`src/rtl/step_countdown_controller_if.sv`:
```
// Purpose: bundles the countdown / breakpoint control and status signals that
//          pass between clock_control and step_countdown_controller.
// Ports (via modports):
//   master : drives core_clock, countdown_* controls, breakpoint_*, pc;
//            observes countdown_timed_up, hard_breakpoint, countdown_remaining,
//            countdown_state
//   slave  : the controller side (inverse directions)
interface step_countdown_controller_if #(
  parameter int unsigned COUNT_WIDTH = 24,
  parameter int unsigned PC_WIDTH    = 32
);
  logic                   core_clock;
  logic                   countdown_reset;
  logic                   countdown_load;
  logic [COUNT_WIDTH-1:0] countdown_value;
  logic                   countdown_repeat;
  logic                   breakpoint_enable;
  logic [PC_WIDTH-1:0]    breakpoint_address;
  logic [PC_WIDTH-1:0]    pc;
  logic                   countdown_timed_up;
  logic                   hard_breakpoint;
  logic [COUNT_WIDTH-1:0] countdown_remaining;
  logic [1:0]             countdown_state;

  modport master (
    output core_clock, countdown_reset, countdown_load, countdown_value,
           countdown_repeat, breakpoint_enable, breakpoint_address, pc,
    input  countdown_timed_up, hard_breakpoint, countdown_remaining,
           countdown_state
  );

  modport slave (
    input  core_clock, countdown_reset, countdown_load, countdown_value,
           countdown_repeat, breakpoint_enable, breakpoint_address, pc,
    output countdown_timed_up, hard_breakpoint, countdown_remaining,
           countdown_state
  );
endinterface

```
`src/rtl/step_countdown_controller.sv`:
```
// Purpose: generates the automatic-run stop pulses for clock_control: a
//          programmable core-cycle countdown (countdown_timed_up) and a
//          PC-match hardware breakpoint (hard_breakpoint).
// Ports:
//   clock_100mhz : system clock, all logic on rising edge
//   reset_n      : asynchronous active-low reset
//   bus          : slave side of step_countdown_controller_if
//                  (core_clock, countdown controls, breakpoint compare inputs,
//                   registered pulses, remaining count and state)
module step_countdown_controller #(
  parameter int unsigned COUNT_WIDTH = 24,
  parameter int unsigned PC_WIDTH    = 32
) (
  input  logic                         clock_100mhz,
  input  logic                         reset_n,
  step_countdown_controller_if.slave   bus
);

  localparam int unsigned STATE_WIDTH = 2;

  typedef enum logic [STATE_WIDTH-1:0] {
    IDLE     = 2'b00,
    ARMED    = 2'b01,
    COUNTING = 2'b10
  } state_e;

  state_e                 state_q;
  logic [COUNT_WIDTH-1:0] reload_q;
  logic [COUNT_WIDTH-1:0] counter_q;
  logic                   core_clock_q;
  logic                   match_q;
  logic                   timed_up_q;
  logic                   hard_bp_q;

  logic core_edge;
  logic match;

  // core_clock lives in this clock domain; detect its rising edge
  assign core_edge = bus.core_clock & ~core_clock_q;
  assign match     = bus.breakpoint_enable & (bus.pc == bus.breakpoint_address);

  // Countdown sequencer, breakpoint edge detector and registered outputs
  always_ff @(posedge clock_100mhz or negedge reset_n) begin
    if (!reset_n) begin
      state_q      <= IDLE;
      reload_q     <= '0;
      counter_q    <= '0;
      core_clock_q <= 1'b0;
      match_q      <= 1'b0;
      timed_up_q   <= 1'b0;
      hard_bp_q    <= 1'b0;
    end else begin
      core_clock_q <= bus.core_clock;
      match_q      <= match;
      timed_up_q   <= 1'b0;
      // Only a fresh arrival at the breakpoint PC in auto mode fires
      hard_bp_q    <= match & ~match_q & ~bus.countdown_reset;

      if (bus.countdown_load) begin
        // Load wins over everything, including a coincident core edge
        reload_q  <= bus.countdown_value;
        counter_q <= bus.countdown_value;
        state_q   <= (bus.countdown_value == '0) ? IDLE : ARMED;
      end else begin
        case (state_q)
          IDLE: begin
          end
          ARMED: begin
            // Keeps the counter at the reload value, which also re-arms
            // after a repeating expiry left it at zero
            counter_q <= reload_q;
            if (!bus.countdown_reset) begin
              state_q <= COUNTING;
            end
          end
          COUNTING: begin
            if (bus.countdown_reset) begin
              counter_q <= reload_q;
              state_q   <= ARMED;
            end else if (core_edge && (counter_q != '0)) begin
              if (counter_q == COUNT_WIDTH'(1)) begin
                counter_q  <= '0;
                timed_up_q <= 1'b1;
                state_q    <= bus.countdown_repeat ? ARMED : IDLE;
              end else begin
                counter_q <= counter_q - COUNT_WIDTH'(1);
              end
            end
          end
          default: begin
            state_q <= IDLE;
          end
        endcase
      end
    end
  end

  assign bus.countdown_timed_up  = timed_up_q;
  assign bus.hard_breakpoint     = hard_bp_q;
  assign bus.countdown_remaining = counter_q;
  assign bus.countdown_state     = state_q;

endmodule
```
`src/flat_wrapper.sv`:
```
// flat-port wrapper written by rule: the top's interface ports become plain ports
module step_countdown_controller_flat 
#(
  parameter int unsigned COUNT_WIDTH = 24,
  parameter int unsigned PC_WIDTH    = 32
)
  (clock_100mhz, reset_n, bus_core_clock, bus_countdown_reset, bus_countdown_load, bus_countdown_value, bus_countdown_repeat, bus_breakpoint_enable, bus_breakpoint_address, bus_pc, bus_countdown_timed_up, bus_hard_breakpoint, bus_countdown_remaining, bus_countdown_state);
  step_countdown_controller_if #(.COUNT_WIDTH(COUNT_WIDTH), .PC_WIDTH(PC_WIDTH)) bus_i ();
  input  logic clock_100mhz;
  input  logic reset_n;
  input wire logic [$bits(bus_i.core_clock)-1:0] bus_core_clock;
  input wire logic [$bits(bus_i.countdown_reset)-1:0] bus_countdown_reset;
  input wire logic [$bits(bus_i.countdown_load)-1:0] bus_countdown_load;
  input wire logic [$bits(bus_i.countdown_value)-1:0] bus_countdown_value;
  input wire logic [$bits(bus_i.countdown_repeat)-1:0] bus_countdown_repeat;
  input wire logic [$bits(bus_i.breakpoint_enable)-1:0] bus_breakpoint_enable;
  input wire logic [$bits(bus_i.breakpoint_address)-1:0] bus_breakpoint_address;
  input wire logic [$bits(bus_i.pc)-1:0] bus_pc;
  output wire logic [$bits(bus_i.countdown_timed_up)-1:0] bus_countdown_timed_up;
  output wire logic [$bits(bus_i.hard_breakpoint)-1:0] bus_hard_breakpoint;
  output wire logic [$bits(bus_i.countdown_remaining)-1:0] bus_countdown_remaining;
  output wire logic [$bits(bus_i.countdown_state)-1:0] bus_countdown_state;
  assign bus_i.core_clock = bus_core_clock;
  assign bus_i.countdown_reset = bus_countdown_reset;
  assign bus_i.countdown_load = bus_countdown_load;
  assign bus_i.countdown_value = bus_countdown_value;
  assign bus_i.countdown_repeat = bus_countdown_repeat;
  assign bus_i.breakpoint_enable = bus_breakpoint_enable;
  assign bus_i.breakpoint_address = bus_breakpoint_address;
  assign bus_i.pc = bus_pc;
  assign bus_countdown_timed_up = bus_i.countdown_timed_up;
  assign bus_hard_breakpoint = bus_i.hard_breakpoint;
  assign bus_countdown_remaining = bus_i.countdown_remaining;
  assign bus_countdown_state = bus_i.countdown_state;
  step_countdown_controller #(.COUNT_WIDTH(COUNT_WIDTH), .PC_WIDTH(PC_WIDTH)) u_core (.clock_100mhz(clock_100mhz), .reset_n(reset_n), .bus(bus_i));
endmodule
```
`config.mk`:
```
export PLATFORM = sky130hd
export DESIGN_NAME = step_countdown_controller_flat
export DESIGN_NICKNAME = d
export VERILOG_FILES = /design/src/rtl/step_countdown_controller_if.sv /design/src/rtl/step_countdown_controller.sv /design/src/flat_wrapper.sv
export SDC_FILE = /design/constraint.sdc
export NUM_CORES = 1
export LEC_CHECK = 0
export CAP_MARGIN = 20
export CORE_MARGIN = 2
export CORE_UTILIZATION = 46
export DETAILED_ROUTE_END_ITERATION = 16
export GPL_ROUTABILITY_DRIVEN = 0
export HOLD_SLACK_MARGIN = 0.05
export PLACE_DENSITY = 0.79
export SLEW_MARGIN = 5
export SYNTH_ARGS = -nofsm -noshare
export SYNTH_HDL_FRONTEND = slang
export SYNTH_SLANG_ARGS = --single-unit
export TNS_END_PERCENT = 100
```
`constraint.sdc`:
```
create_clock -name clock_100mhz -period 2.3 [get_ports clock_100mhz]
set_input_delay 0.345 -clock clock_100mhz [delete_from_list [all_inputs] [get_ports clock_100mhz]]
set_output_delay 0.345 -clock clock_100mhz [all_outputs]
set_load 0.03 [all_outputs]
```
==> results of run 1 <==
kinds of logic after synthesis:
group,Yosys count
flops,54
buf+inv,51
simple gates,117
xor+xnor,32
fa+ha+maj,2
compound gates,102
mux,11
where the power goes:
part,switching (mW),total (mW),internal [mW],leakage [nW]
clock network,0.314,0.531,0.216,0.0385
logic,0.565,1.10,0.532,1.39
registers,0.103,1.16,1.06,0.658
what timing repair did:
item | CTS | global route
hold endpoints to repair | 0 | 0
gates resized for setup | 0 | 20
setup endpoints to repair | 0 | 23
setup buffers | 0 | 9
hold buffers | 0 | 0
worst paths after layout:
check / to / slack [ns] / start
worst max-delay path: u_core.bus.countdown_remaining[0]$_DFFE_PN0P_ / 0.03 / u_core.bus.countdown_remaining[0]$_DFFE_PN0P_
worst min-delay path: u_core.reload_q[0]$_DFFE_PN0P_ / 0.04 / reset_n
worst max register to register: u_core.bus.countdown_remaining[0]$_DFFE_PN0P_ / 0.03 / u_core.bus.countdown_remaining[0]$_DFFE_PN0P_
worst min register to register: u_core.bus.hard_breakpoint$_DFF_PN0_ / 0.40 / u_core.match_q$_DFF_PN0_
max in group asynchronous: u_core.reload_q[17]$_DFFE_PN0P_ / 1.59 / reset_n
min in group clock_100mhz: u_core.bus.hard_breakpoint$_DFF_PN0_ / 0.40 / u_core.match_q$_DFF_PN0_
registers in the layout, summed over array words and instances, names as in the netlist:
signal	flops
u_core.bus.countdown_remaining	24
u_core.reload_q	24
u_core.bus.countdown_state	2
u_core.bus.countdown_timed_up	1
u_core.bus.hard_breakpoint	1
u_core.core_clock_q	1
u_core.match_q	1
layout make-up:
type,count,area (µm²)
Clock buffer,7,76.3
Clock inverter,1,7.51
Fill cell,536,2050
Inverter,32,120
Multi-Input combinational cell,264,1980
Sequential cell,54,1350
Tap cell,99,124
Timing Repair Buffer,161,1550
per-stage QoR:
step	utilization, %	setup TNS [ns]	area, µm²
2_1_floorplan	-	0	3450
3_3_place_gp	67.9	0	4920
3_5_place_dp	67.9	0	4920
4_1_cts	69.0	0	5010
5_1_grt	71.8	-0.182	5210
6_report	71.8	0	5210
worst register-to-register path: stages (launching register included):
cell and delay, ns:
dfrtp_2 0.47, inv_1 0.09, ha_1 0.19, or3b_4 0.42, nor4_4 0.27, a211o_4 0.30
nand2_4 0.11, mux2_4 0.31
synthesized netlist by cell type, types with 4 or more instances:
| library cell | number | area [µm²] |
|---|---|---|
| buf_2 | 4 | 20.0 |
| nand4_1 | 7 | 43.8 |
| o2bb2ai_1 | 12 | 105 |
| mux2_2 | 9 | 101 |
| a31oi_1 | 8 | 50.1 |
| nor4_1 | 13 | 81.3 |
| o21ai_0 | 14 | 70.1 |
| o22ai_1 | 20 | 125 |
| dfrtp_1 | 54 | 1350 |
| nand3_1 | 7 | 35.0 |
| xor2_1 | 27 | 236 |
| nand2b_1 | 4 | 25.0 |
| a22oi_1 | 19 | 143 |
| a21oi_1 | 4 | 20.0 |
| nor2_1 | 16 | 60.1 |
| clkbuf_1 | 12 | 45.0 |
| nand2_1 | 32 | 120 |
| inv_1 | 32 | 120 |
| xnor2_1 | 5 | 43.8 |
| a22o_1 | 6 | 52.6 |
| o31ai_1 | 6 | 45.0 |
| nor3_1 | 10 | 50.1 |
layer usage:
metal	global-route usage (%)	part of all wire (%)
met5	0	0
met4	9.49	2.9
met3	5.93	8.9
met2	46.2	50
met1	33.3	38
==> out/results.tsv, run 1 <==
metric	value	unit
Worst setup EP type	flip-flop	
total gr overflow	0	
share of cells above drive strength 1	17.3	%
fin crit period	2.27	ns
core area	0.00725	mm²
first-pass GRT wire length	17900	µm
number of global-route vias before repair	3565	
Post-synth EDFFs	0	
Seq cells post-synth	54	
Hold Violations, Final	0	
Power Density	535	mW/mm²
Hold Crit Class	in2async	
initial DRC count	311	
multiplexer area fraction after synthesis	3.81	%
peak supply drop	264	µV
maximum clock rate	441	MHz
Power Total	2.79	mW
R2R depth	7	
Main synth FF type	dfrtp_1	
Cell Area, Synth	0.00345	mm²
most common cell after layout, fill and taps aside	clkdlybuf4s50_1	
Die X	90.6	µm
initial antenna violation count	0	
Critical Path Max Stage Delay	0.47	ns
yosys warns	0	
num rows	31	
dpl ws	0.0549	ns
Synth Area in Simple Gates	20.3	%
clock transition at the registers of the reported paths	0.10	ns
Post-Syn Nets	466	
cells along the critical path	inv_1 -> ha_1 -> or3b_4 -> nor4_4 -> a211o_4 -> nand2_4 -> mux2_4	
Synth Area in XOR/XNOR	8.13	%
share of async-settable or async-resettable flops after synthesis	100	%
Setup CP Type	reg2reg	
Startpoint Class	flip-flop	
unrepaired setup endpoints after global routing	true	
DRT Wirelength	11400	µm
Synth Area in Adders	0.726	%
Worst Tran Pin Value	0.759	ns
worst endpoint required time	2.52	ns
Compound-Gate Fraction of Synth Area	21.8	%
number of I/O port buffers	122	
Worst path depth	7	
status	completed	
Antenna Cells	0	
Non-Filler Instances	618	
Ports	123	
setup ws final	0.0315	ns
htree depth	2	
starting density of the core	47.5	%
WHS	0.0365	ns
largest net degree at the start of global routing	43	
critical path buffer and inverter count	1	
GRT Overall Usage	26.9	%
Inst Count DP	599	
final period utilization	98.6	%
fin nets	615	
wire per inst	18.4	µm
routed vias/inst	5.90	
post-synthesis cell type count	52	
final number of setup-violating endpoints	0	
DR pass1 iterations	5	
Clk Latency, worst-skew pair	0.32	ns
area grow syn2layout	51.1	%
Slew HR	49.2	%
CTS tree	built	
max-slew violation count	0	
via count	3646	
largest family of logic cells by synthesized area	compound AO/OA/AOI/OAI gates	
Max-cap violations	0	
clk buf depth	2	
average cell area after synthesis	9.34	µm²
detailed-route DRC error count	0	
die extent in y	90.6	µm
clk_skew	0.0152	ns
Critical Path Fanout Max	11	
Sink Count	54	
Slowest cell on crit path	dfrtp_2	
Die Area	0.00820	mm²
CP top delay family	simple AND/OR/NAND/NOR gates	
worst path arrival time	2.49	ns
CTS Buf Count	5	
Clock Tree Root	clkbuf_8	
final antenna-violating net count	0	
Seq/Total Area, Yosys	39.2	%
DP Wirelength	8620	µm
static leakage	2.09	nW
Cells after Synth	369	
commonest cells after routing, fill and taps aside	clkdlybuf4s50_1 (120), dfrtp_1 (52), buf_4 (34), nand2_1 (32), inv_1 (31)	
Power figures use the tool's default switching activity.
==> run 2: changes to the inputs <==
--- a/config.mk
+++ b/config.mk
@@ -6,6 +6,7 @@
 export NUM_CORES = 1
 export LEC_CHECK = 0
 export CAP_MARGIN = 20
+export CORE_ASPECT_RATIO = 0.6
 export CORE_MARGIN = 2
 export CORE_UTILIZATION = 46
 export DETAILED_ROUTE_END_ITERATION = 16
==> run 2 against run 1 <==
  * Combinational power about the same
  * Non-clock buffer count down 1
  * Sequential share of layout area down 0.44 points
  * Largest cell class unchanged
  * Die area up 0.27%
  * Final cell count up 0.97%
  * Critical path depth up 1
  * Wire length up 8.9%
  * Power up 13%
==> out/results.tsv, run 2 (synthesized netlist as in run 1, its figures left out) <==
metric	value	unit	change
final antenna-violating net count	0		unchanged
fin crit period	2.29	ns	+0.0206 ns
Die Area	0.00822	mm²	+0.27%
Power Total	3.16	mW	+13%
detailed-route DRC error count	0		unchanged
Startpoint Class	flip-flop		
Worst setup EP type	flip-flop		
final period utilization	99.5	%	+0.89 points
maximum clock rate	437	MHz	-0.90%
num rows	24		-23%
commonest cells after routing, fill and taps aside	clkdlybuf4s50_1 (120), dfrtp_1 (52), nand2_1 (32), inv_1 (30), buf_4 (30)		
Non-Filler Instances	624		+0.97%
DR pass1 iterations	7		+2
final number of setup-violating endpoints	0		unchanged
initial antenna violation count	0		unchanged
most common cell after layout, fill and taps aside	clkdlybuf4s50_1		
die extent in y	71.0	µm	-22%
total gr overflow	0		unchanged
post-route setup TNS	0	ns	unchanged
Clock Tree Root	clkbuf_16		
CTS tree	built		
fin nets	616		+0.16%
core area	0.00727	mm²	+0.19%
clk_skew	0.00730	ns	-0.00789 ns
starting density of the core	47.4	%	-0.090 points
Hold Crit Class	reg2reg		
worst hold start	u_core.match_q$_DFF_PN0_		
cell count of the worst hold path	1		
GRT Overall Usage	29.6	%	+2.7 points
clock transition at the registers of the reported paths	0.07	ns	-0.03 ns
DRT Wirelength	12400	µm	+8.9%
htree depth	2		unchanged
Hold Violations, Final	0		unchanged
Sink Count	54		unchanged
status	completed		
worst r2r dst	u_core.bus.countdown_remaining[3]$_DFFE_PN0P_		
largest net degree at the start of global routing	55		+28%
number of I/O port buffers	122		unchanged
static leakage	2.14	nW	+2.4%
Setup CP Type	reg2reg		
CTS Buf Count	5		unchanged
Util after Layout	72.9	%	+1.1 points
share of cells above drive strength 1	16.0	%	-1.4 points
R2R setup slack	0.01	ns	-0.02 ns
number of global-route vias before repair	3561		-0.11%
max-slew violation count	0		unchanged
design area	0.00530	mm²	+1.7%
Critical Path Fanout Max	9		-2
Clk Latency, worst-skew pair	0.30	ns	-0.02 ns
worst endpoint required time	2.48	ns	-0.04 ns
Worst Tran Pin Value	0.808	ns	+0.0490 ns
Slew HR	45.9	%	-3.3 points
wire per inst	19.9	µm	+7.8%
initial DRC count	439		+41%
Antenna Cells	0		unchanged
DP Wirelength	9000	µm	+4.5%
Die X	116	µm	+28%
Power Density	597	mW/mm²	+12%
clk buf depth	2		unchanged
R2R depth	8		+1
Max-cap violations	0		unchanged
area grow syn2layout	53.7	%	
first-pass GRT wire length	18700	µm	+4.4%
peak supply drop	334	µV	+26%
via count	3665		+0.52%
routed vias/inst	5.87		-0.45%
RR Startpoint	u_core.bus.countdown_remaining[0]$_DFFE_PN0P_		
Post-Place Cell Area	0.00496	mm²	+0.69%
Ports	123		unchanged
worst path arrival time	2.47	ns	-0.02 ns
unrepaired setup endpoints after global routing	true		
Inst Count DP	606		+1.2%
WHS Endpoint	u_core.bus.hard_breakpoint$_DFF_PN0_		
## run 2: cell types whose count changed in the layout (fill, tap and decap cells not counted), moves of 4 or more
cell,previous run,this run
clkbuf_16,1,7
a22oi_2,9,0
buf_4,34,30
clkbuf_8,5,0
a22oi_1,10,19
## run 2: per-layer routing
layer,GRT usage (%),part of all wire [%]
met4,5.29,1.1
met1,44.0,47
met3,6.60,7.7
met2,45.0,45
met5,0,0
## run 2: through the flow
step                worst slack [ns]  hold WS [ns]
floorplan                     0.0160        0.0494
global placement               0.103         0.367
detailed placement            0.0422         0.368
CTS                           0.0133         0.420
global route                 -0.0717         0.440
finish                        0.0109         0.423
## run 2: critical path, cell delays in order (launching register included)
cell       delay, ns
dfrtp_2         0.47
inv_2           0.08
ha_2            0.18
or3b_4          0.41
nor4_4          0.28
buf_6           0.17
a211oi_4        0.14
nor2_4          0.32
o2bb2ai_1       0.11
## run 2: how the worst max path moves through the flow
stage | startpoint | end | slack [ns]
global placement | u_core.bus.countdown_remaining[10]$_DFFE_PN0P_ | u_core.bus.countdown_remaining[19]$_DFFE_PN0P_ | 0.10
finish | u_core.bus.countdown_remaining[0]$_DFFE_PN0P_ | u_core.bus.countdown_remaining[3]$_DFFE_PN0P_ | 0.01
floorplan | u_core.bus.countdown_remaining[10]$_DFFE_PN0P_ | u_core.bus.countdown_remaining[1]$_DFFE_PN0P_ | 0.02
CTS | u_core.bus.countdown_remaining[0]$_DFFE_PN0P_ | u_core.bus.countdown_remaining[16]$_DFFE_PN0P_ | 0.01
detailed placement | u_core.bus.countdown_remaining[0]$_DFFE_PN0P_ | u_core.bus.countdown_remaining[16]$_DFFE_PN0P_ | 0.04
global route | u_core.bus.countdown_remaining[0]$_DFFE_PN0P_ | u_core.bus.countdown_remaining[22]$_DFFE_PN0P_ | -0.07
## run 2: layout make-up
type                            count  area (µm²)
Clock inverter                      3        43.8
Fill cell                         539        1970
Multi-Input combinational cell    266        1950
Inverter                           32         120
Timing Repair Buffer              160        1570
Clock buffer                        5         125
Tap cell                          104         130
Sequential cell                    54        1350
## run 2: timing repair
item	4_1_cts	5_1_grt
endpoints found under the hold margin	1	0
resized for setup	0	14
gates cloned	0	4
pin swaps	0	14
endpoints found under the setup margin	1	26
hold buffers	1	0
buffers inserted	1	4
## run 2: power breakdown
part           switching (mW)  internal, mW  leakage, nW
sequential              0.105          1.06        0.658
combinational           0.577         0.531         1.40
clock                   0.376         0.517       0.0842
